**src/rtl/frame_minmax.sv**
```systemverilog
// Per-frame min/max/count reducer: accumulates samples until in_last, then holds the result until the consumer takes it.
// Optional FRAME_MINMAX_INDEX_EN adds the zero-based positions of the retained max/min samples.
module frame_minmax #(
  parameter int unsigned word  = 16,
  parameter int unsigned cnt_w = 8
) (
  input  logic             clk,
  input  logic             rst_n,
  input  logic [word-1:0]  in_data,
  input  logic             in_valid,
  input  logic             in_last,
  output logic             in_ready,
  output logic [word-1:0]  out_max,
  output logic [word-1:0]  out_min,
  output logic [cnt_w-1:0] out_count,
  output logic             out_valid,
  input  logic             out_ready
`ifdef FRAME_MINMAX_INDEX_EN
  ,
  output logic [cnt_w-1:0] out_max_idx,
  output logic [cnt_w-1:0] out_min_idx
`endif
);

  typedef enum logic {ACC = 1'b0, HOLD = 1'b1} state_e;

  localparam logic [cnt_w-1:0] CNT_MAX = '1;

  state_e           state_q, state_d;
  logic             have_q, have_d;
  logic             in_ready_q, in_ready_d;
  logic             out_valid_q, out_valid_d;
  logic [word-1:0]  run_max_q, run_max_d, run_min_q, run_min_d;
  logic [cnt_w-1:0] run_cnt_q, run_cnt_d;
  logic [word-1:0]  out_max_q, out_max_d, out_min_q, out_min_d;
  logic [cnt_w-1:0] out_count_q, out_count_d;

  logic             accept;
  logic             take_max, take_min;
  logic [word-1:0]  nxt_max, nxt_min;
  logic [cnt_w-1:0] nxt_cnt;

`ifdef FRAME_MINMAX_INDEX_EN
  logic [cnt_w-1:0] run_max_idx_q, run_max_idx_d, run_min_idx_q, run_min_idx_d;
  logic [cnt_w-1:0] out_max_idx_q, out_max_idx_d, out_min_idx_q, out_min_idx_d;
  logic [cnt_w-1:0] pos, nxt_max_idx, nxt_min_idx;
`endif

  // Frame datapath and handshake control
  always_comb begin
    accept   = in_valid && in_ready_q;
    take_max = !have_q || (in_data > run_max_q);
    take_min = !have_q || (in_data < run_min_q);
    nxt_max  = take_max ? in_data : run_max_q;
    nxt_min  = take_min ? in_data : run_min_q;
    if (!have_q)                    nxt_cnt = cnt_w'(1);
    else if (run_cnt_q == CNT_MAX)  nxt_cnt = run_cnt_q;
    else                            nxt_cnt = run_cnt_q + cnt_w'(1);

    state_d     = state_q;
    have_d      = have_q;
    out_valid_d = out_valid_q;
    run_max_d   = run_max_q;
    run_min_d   = run_min_q;
    run_cnt_d   = run_cnt_q;
    out_max_d   = out_max_q;
    out_min_d   = out_min_q;
    out_count_d = out_count_q;
`ifdef FRAME_MINMAX_INDEX_EN
    // Running count equals the saturated position of the incoming sample
    pos           = have_q ? run_cnt_q : '0;
    nxt_max_idx   = take_max ? pos : run_max_idx_q;
    nxt_min_idx   = take_min ? pos : run_min_idx_q;
    run_max_idx_d = run_max_idx_q;
    run_min_idx_d = run_min_idx_q;
    out_max_idx_d = out_max_idx_q;
    out_min_idx_d = out_min_idx_q;
`endif

    case (state_q)
      ACC: begin
        if (accept) begin
          if (in_last) begin
            out_max_d   = nxt_max;
            out_min_d   = nxt_min;
            out_count_d = nxt_cnt;
            out_valid_d = 1'b1;
            state_d     = HOLD;
            have_d      = 1'b0;
            run_max_d   = '0;
            run_min_d   = '0;
            run_cnt_d   = '0;
`ifdef FRAME_MINMAX_INDEX_EN
            out_max_idx_d = nxt_max_idx;
            out_min_idx_d = nxt_min_idx;
            run_max_idx_d = '0;
            run_min_idx_d = '0;
`endif
          end else begin
            have_d    = 1'b1;
            run_max_d = nxt_max;
            run_min_d = nxt_min;
            run_cnt_d = nxt_cnt;
`ifdef FRAME_MINMAX_INDEX_EN
            run_max_idx_d = nxt_max_idx;
            run_min_idx_d = nxt_min_idx;
`endif
          end
        end
      end
      HOLD: begin
        if (out_valid_q && out_ready) begin
          out_valid_d = 1'b0;
          state_d     = ACC;
        end
      end
      default: state_d = ACC;
    endcase

    in_ready_d = (state_d == ACC);
  end

  always_ff @(posedge clk or negedge rst_n) begin
    if (!rst_n) begin
      state_q     <= ACC;
      have_q      <= 1'b0;
      in_ready_q  <= 1'b1;
      out_valid_q <= 1'b0;
      run_max_q   <= '0;
      run_min_q   <= '0;
      run_cnt_q   <= '0;
      out_max_q   <= '0;
      out_min_q   <= '0;
      out_count_q <= '0;
`ifdef FRAME_MINMAX_INDEX_EN
      run_max_idx_q <= '0;
      run_min_idx_q <= '0;
      out_max_idx_q <= '0;
      out_min_idx_q <= '0;
`endif
    end else begin
      state_q     <= state_d;
      have_q      <= have_d;
      in_ready_q  <= in_ready_d;
      out_valid_q <= out_valid_d;
      run_max_q   <= run_max_d;
      run_min_q   <= run_min_d;
      run_cnt_q   <= run_cnt_d;
      out_max_q   <= out_max_d;
      out_min_q   <= out_min_d;
      out_count_q <= out_count_d;
`ifdef FRAME_MINMAX_INDEX_EN
      run_max_idx_q <= run_max_idx_d;
      run_min_idx_q <= run_min_idx_d;
      out_max_idx_q <= out_max_idx_d;
      out_min_idx_q <= out_min_idx_d;
`endif
    end
  end

  assign in_ready  = in_ready_q;
  assign out_valid = out_valid_q;
  assign out_max   = out_max_q;
  assign out_min   = out_min_q;
  assign out_count = out_count_q;
`ifdef FRAME_MINMAX_INDEX_EN
  assign out_max_idx = out_max_idx_q;
  assign out_min_idx = out_min_idx_q;
`endif

endmodule

```
**config.mk**
```make
export PLATFORM = sky130hd
export DESIGN_NAME = frame_minmax
export DESIGN_NICKNAME = d
export VERILOG_FILES = /design/src/rtl/frame_minmax.sv
export SDC_FILE = /design/constraint.sdc
export NUM_CORES = 1
export LEC_CHECK = 0
export ABC_CLOCK_PERIOD_IN_PS = 2600
export CAP_MARGIN = 40
export CORE_MARGIN = 2
export CORE_UTILIZATION = 56
export CTS_CLUSTER_DIAMETER = 50
export DETAILED_ROUTE_END_ITERATION = 12
export PLACE_DENSITY = 0.81
export SLEW_MARGIN = 0
export SYNTH_ARGS = -nofsm -noshare
export SYNTH_HDL_FRONTEND = slang
export SYNTH_SLANG_ARGS = --single-unit
export TNS_END_PERCENT = 50
```
**constraint.sdc**
```tcl
create_clock -name clk -period 2.6 [get_ports clk]
set_input_delay 0.39 -clock clk [delete_from_list [all_inputs] [get_ports clk]]
set_output_delay 0.39 -clock clk [all_outputs]
set_load 0.05 [all_outputs]
```
==> flow_summary_export.csv, run 1 <==
group,metric,value,unit
final_layout,finalInstanceArea,6170,µm²
synthesis,netlist.area_leader.share,42.8,%
die,die_h,97.1,µm
final_layout,n_antenna_cell,0,
clock_tree,root_buffer,"clkbuf_8",
route,drt_wl_total,12900,µm
min_path,holdCritPathClass,"in -> async",
critical_path,path_cells,"clkdlybuf4s50_1 -> buf_4 -> ha_1 -> and4_1 -> a31oi_1 -> o41ai_2 -> o31ai_4 -> buf_6 -> mux2i_1 -> a21oi_1",
sta,rsz0062_at_grt,"no",
route,wl_per_cell,18.0,µm
clock_tree,cts_tree,"done",
synthesis,ys_warn_count,0,
sta,layout_min_cycle_time,2.51,ns
sta,slew_viol_final,0,
synthesis,synth_area_per_cell,9.44,µm²
clock_tree,hold_buffers,0,
final_layout,synthToLayoutAreaGrowth,27.3,%
route,drcViolationCount,0,
final_layout,fin_util,74.4,%
synthesis,synth-edff-count,0,
critical_path,path_class,"in -> reg",
clock_tree,htreeDepth,3,
place,dpl_cell_area,5890,µm²
synthesis,synthCells,514,
synthesis,yosys.area.top_type,"dfrtp_1",
place,gp_congestion,0.908,
pwr,peakVddDrop,0.000649,V
route,viasPerCell,6.23,
die,die_w,97.1,µm
sta,finalSetupViolations,0,
synthesis,syn_area,4850,µm²
critical_path,cp_top_family,"buffers and inverters",
sta,max_slew_margin,51.6,%
synthesis,ys_top_cells_by_area,"dfrtp_1, ha_1, nand2_1, nor2_1, a22o_1",
synthesis,ys_seq_area_share,43.4,%
final_layout,final_common_cell,"dfrtp_1",
clock_tree,postCtsSetupRepairBufs,0,
critical_path,end_kind,"flop",
route,highest_layer,"met4",
grt,grt_max_degree,54,
final_layout,seq_area,2100,µm²
critical_path,startpoint,"in_data[15]",
sta,hold_viol,0,
critical_path,critPathRequiredTime,2.84,ns
final_layout,mostFrequentLayoutCells,"dfrtp_1, nand2_1, clkdlybuf4s50_1",
sta,worstMarginPinSlew,0.726,ns
grt,grt_first_pass_wirelength,21200,µm
sta,period_share,96.6,%
route,wl_met3,840,µm
route,wl_met2,6360,µm
route,ant_nets,0,
synthesis,ys_ff_latch,84,
route,drt-met1-wl,5430,µm
route,drt_iter0_markers,286,
critical_path,arrival,2.75,ns
synthesis,yosysUniqueCellTypes,53,
synthesis,synth_async_sr_flop_share,100,%
pwr,power_density,1150,nW/µm²
flow_run,max_cap_viol_count,0,
critical_path,worstReg2RegStart,"run_min_q[9]",
clock_tree,cts_buffer_depth,2,
die,start_util,58.4,%
critical_path,crit_fanout,24,
pwr,total_power,7.07,mW
clock_tree,cts.sinks,84,
final_layout,post_route_cells_drive_above_1_share,14.4,%
grt,grt_antenna_before_repair,0,
sta,fmax,0.398,GHz
clock_tree,path_clk_slew,0.09,ns
clock_tree,cts_made_buffers,9,
synthesis,synth_fp_nets,567,
grt,track_usage,27.6,%
place,dpl.hpwl,8950,µm
route,vias,4459,
place,io_buffers,62,
die,rows,33,
synthesis,synth_top_flop_cell,"dfrtp_1",
final_layout,nets,659,
critical_path,critical_path.max_stage_delay,0.47,ns
die,coreArea,8300,µm²
route,drt_pre_antenna_iters,5,
grt,grt-ovfl-total,0,
final_layout,multi_input_area,2510,µm²
outcome,status,"completed",
critical_path,cp_num_buf_inv,3,
final_layout,fillCellCount,579,
grt,grt_pass1_vias,4353,
critical_path,start_kind,"input port",
sta,skew,0.0109,ns
die,die_area,9420,µm²
clock_tree,clk-insertion-delay-late,0.36,ns
pwr,p_leak,2.87,nW
critical_path,slowest_stage,"clkdlybuf4s50_1",
die,pin_count,63,
## area by class of cell
class | count | area share, %
Clock buffer | 12 | 2.68
Sequential cell | 84 | 34.1
Inverter | 34 | 2.07
Clock inverter | 4 | 0.892
Multi-Input combinational cell | 363 | 40.7
Tap cell | 105 | 2.13
Timing Repair Buffer | 114 | 17.5
## metrics by stage
step                      worst slack [ns]  std cells  setup TNS (ns)  hold WS, ns
after floorplan                      0.414        514               0       0.0944
after global placement              -0.332        700          -17.96        0.453
after detailed placement            -0.490        700          -22.37        0.461
after CTS                           0.0138        716               0        0.101
after global routing               0.00277        716               0        0.132
final                               0.0881        716               0       0.0810
## routing by layer
layer  vias to the layer above  GRT usage [%]
li1                       2067              -
met3                        31           5.04
met2                       181           45.9
met4                         0           8.78
met1                      2180           36.8
met5                         -              0
## cell usage after synthesis (2+ instances only)
master / number
buf_4: 2
a21o_1: 5
xor2_1: 2
and3_1: 4
o221ai_1: 2
buf_2: 6
nand4_1: 4
xnor2_1: 2
clkbuf_1: 21
o311ai_0: 7
mux2i_1: 17
ha_1: 32
o21ai_0: 16
nor3_1: 19
o21a_1: 2
dfrtp_1: 83
nand2_1: 58
a21oi_1: 32
a311o_1: 15
inv_1: 34
nand4b_1: 7
nand2b_1: 2
o211ai_1: 3
a211o_1: 2
nor2_1: 54
and4_1: 2
a22o_1: 23
buf_6: 2
buf_1: 2
a31oi_1: 3
a221oi_1: 16
nor2b_1: 4
nand3_1: 11
## path summary, 6_finish.rpt
| check | endpoint | slack [ns] | cells past startpoint |
|---|---|---|---|
| hold reg to reg | out_count[2] | 0.48 | 2 |
| min in group clk | out_count[2] | 0.48 | 2 |
| setup reg to reg | run_min_q[12] | 0.13 | 8 |
| setup / recovery | out_min[3] | 0.09 | 10 |
| hold / removal | run_cnt_q[2] | 0.08 | 1 |
| max in group asynchronous | out_min[5] | 1.89 | 2 |
## cells by family after synthesis
logic type,count (synthesis),share of synthesized area [%]
adders and majority gates,32,8.26
AOI/OAI and AO/OA,137,21.9
and+or+nand+nor,173,16.4
muxes,17,3.51
DFF,84,43.4
xor gates and xnor gates,4,0.723
buffers and inverters,67,5.80
## timing repair
item,CTS,global route
endpoints found under the setup margin,43,48
gates resized for setup,4,11
pin swaps,1,1
## power by group
part	switching (mW)	internal [mW]	leakage, nW
Clock	0.497	0.528	0.109
Combinational	2.42	1.47	1.71
Sequential	0.368	1.79	1.06
## sequential cells by signal (all words and copies together), names as in the netlist
name	count
out_count	8
in_ready	1
run_cnt_q	8
state_q	1
out_max	16
out_min	16
out_valid	1
run_min_q	16
have_q	1
run_max_q	16
No activity file was read; power rests on OpenSTA's default activity.
==> inputs of run 2 (changes only) <==
Settings changed: ABC_CLOCK_PERIOD_IN_PS 2600 to unset.
==> results of run 2 <==
Final layout, timing and power as in run 1 (identical DEF).
==> edit: new RTL, settings of run 2 <==
Set the parameter `word` to 8 (it was 16).
--- a/src/rtl/frame_minmax.sv
+++ b/src/rtl/frame_minmax.sv
@@ -1,7 +1,7 @@
 // Per-frame min/max/count reducer: accumulates samples until in_last, then holds the result until the consumer takes it.
 // Optional FRAME_MINMAX_INDEX_EN adds the zero-based positions of the retained max/min samples.
 module frame_minmax #(
-  parameter int unsigned word  = 16,
+  parameter int unsigned word  = 8,
   parameter int unsigned cnt_w = 8
 ) (
   input  logic             clk,
Interface: changed (resized in_data, out_max and out_min); port bits go from 63 to 39. No check against the original RTL was run, so the function may have changed too.
==> edit against run 2 <==
Sequential cell count decreased by 32. Synthesized cell count decreased by 43%. Total power is 44% lower. Wire length decreased by 48%. Hold slack improved by 0.11 ns. Register-to-register slack improved by 0.24 ns. Setup slack gained 0.075 ns. Cell area is 43% lower. Area after synthesis shrank 41%. Combinational power fell by 45%. Via count fell by 45%. Largest cell class unchanged. Largest power group unchanged.
==> edit: results <==
set metrics [dict create \
    total_number_of_nets_in_the_final_design 375 \
    place_worst_setup_slack_ns -0.1336 \
    yosys_warnings 0 \
    drt_first_pass_iters 4 \
    grt_pass1_vias 2409 \
    clock_latency_ns 0.30 \
    static-leakage-power_nw 1.536 \
    cts_made_buffers 5 \
    wl_per_cell_um 16.18 \
    finalWeightedCongestion 0.8789 \
    syn_nets 324 \
    largest_net_degree_at_the_start_of_global_routing 53 \
    post_synth_main_area_contributors "sky130_fd_sc_hd__dfrtp_1, sky130_fd_sc_hd__ha_1, sky130_fd_sc_hd__o21ai_0, sky130_fd_sc_hd__nand2_1, sky130_fd_sc_hd__mux2i_1" \
    cts.repair.resized 0 \
    post_route_cells_drive_above_1_share_pct 11.53 \
    seq_area_frac_synth_pct 45.68 \
    cp_data_arrival_time_ns 2.66 \
    post_synth_most_frequent_cells "sky130_fd_sc_hd__dfrtp_1, sky130_fd_sc_hd__nand2_1, sky130_fd_sc_hd__o21ai_0" \
    p_switching_mw 1.824 \
    tightestPinTransition_ns 0.7652 \
    h-tree-depth 2 \
    final_hpwl_from_detailed_placement_mm 4.806 \
    vias_per_cell 5.971 \
    run_status "completed" \
    worst_clock_skew_ns 0.006052 \
    cts.clk_slew.worst_paths_ns 0.09 \
    groute.usage.overall_pct 25.65 \
    nFillCells 382 \
    insertedDiodeCount 0 \
    buffer_ports.inserted 38 \
    grt_first_pass_wirelength_mm 10.92 \
    drt-initial-drc-count 216 \
    synth_unique_cells 48 \
]
[edit: cell types whose count changed in the layout (fill, tap and decap cells not counted), sizes merged, moves of 18 or more]
cell	before	now
nand2	58	33
a21oi	33	13
clkdlybuf4s50	55	37
nor2	55	19
dfrtp	83	51
buf	53	21
nor3	19	1
a22o	23	4
[edit: through the flow]
| stage | std cells | util, % | hold WS (ns) | area [sq um] | total power, mW |
|---|---|---|---|---|---|
| after floorplan | 295 | - | 0.09441 | 2851 | 2.754 |
| after global placement | 406 | 70.75 | 0.4529 | 3408 | 3.402 |
| after detailed placement | 406 | 70.75 | 0.4675 | 3408 | 3.471 |
| after CTS | 414 | 72.52 | 0.2089 | 3493 | 3.934 |
| after global routing | 414 | 72.52 | 0.2497 | 3493 | 4.181 |
| final | 414 | 72.52 | 0.1931 | 3493 | 3.930 |
[edit: critical path, stage by stage]
cell and delay, ns:
sky130_fd_sc_hd__clkdlybuf4s50_1 0.50, sky130_fd_sc_hd__ha_1 0.34, sky130_fd_sc_hd__a211o_1 0.12, sky130_fd_sc_hd__o211ai_1 0.18
sky130_fd_sc_hd__a32oi_1 0.71, sky130_fd_sc_hd__nand3_1 0.21, sky130_fd_sc_hd__o211ai_1 0.22
[edit: path summary, 6_finish.rpt]
| kind | endpoint | slack (ns) | from | cells after the start |
|---|---|---|---|---|
| setup / recovery | run_max_q[1] | 0.16 | in_data[5] | 7 |
| setup reg to reg | run_max_q[1] | 0.37 | run_max_q[5] | 7 |
| hold / removal | out_count[4] | 0.19 | rst_n | 2 |
| max in group asynchronous | run_min_q[1] | 1.97 | rst_n | 2 |
| hold reg to reg | out_count[2] | 0.48 | out_count[2] | 2 |
| min in group clk | out_count[2] | 0.48 | out_count[2] | 2 |
[edit: kinds of logic after synthesis]
kind of cell	Yosys count	share of synthesized area (%)
and+or+nand+nor	98	17.73
muxes	9	3.159
xor gates and xnor gates	2	0.6144
DFF	52	45.68
buffers and inverters	32	4.651
AOI/OAI and AO/OA	86	21.15
adders and majority gates	16	7.021
[edit: layout make-up]
type,instances,share of cell area (%)
clock buffers,6,2.077
clock inverters,2,0.3582
inverters,18,1.934
multi-input cells,211,40.54
flip-flops and latches,52,37.29
well taps,67,2.400
repair buffers,58,15.40
[edit: power by group through the flow]
stage / clock (mW) / combinational (mW) / sequential, mW
5_1_grt: 0.500 / 2.31 / 1.37
2_1_floorplan: 0 / 0.926 / 1.83
6_report: 0.456 / 2.14 / 1.34
3_5_place_dp: 0 / 2.12 / 1.35
3_3_place_gp: 0 / 2.07 / 1.33
4_1_cts: 0.463 / 2.14 / 1.33
[edit: per-layer routing]
layer / track usage [%] / wire length (um)
met5: 0 / 0
met4: 10.33 / 147
met3: 5.291 / 340
met2: 45.60 / 3453
met1: 30.28 / 2758
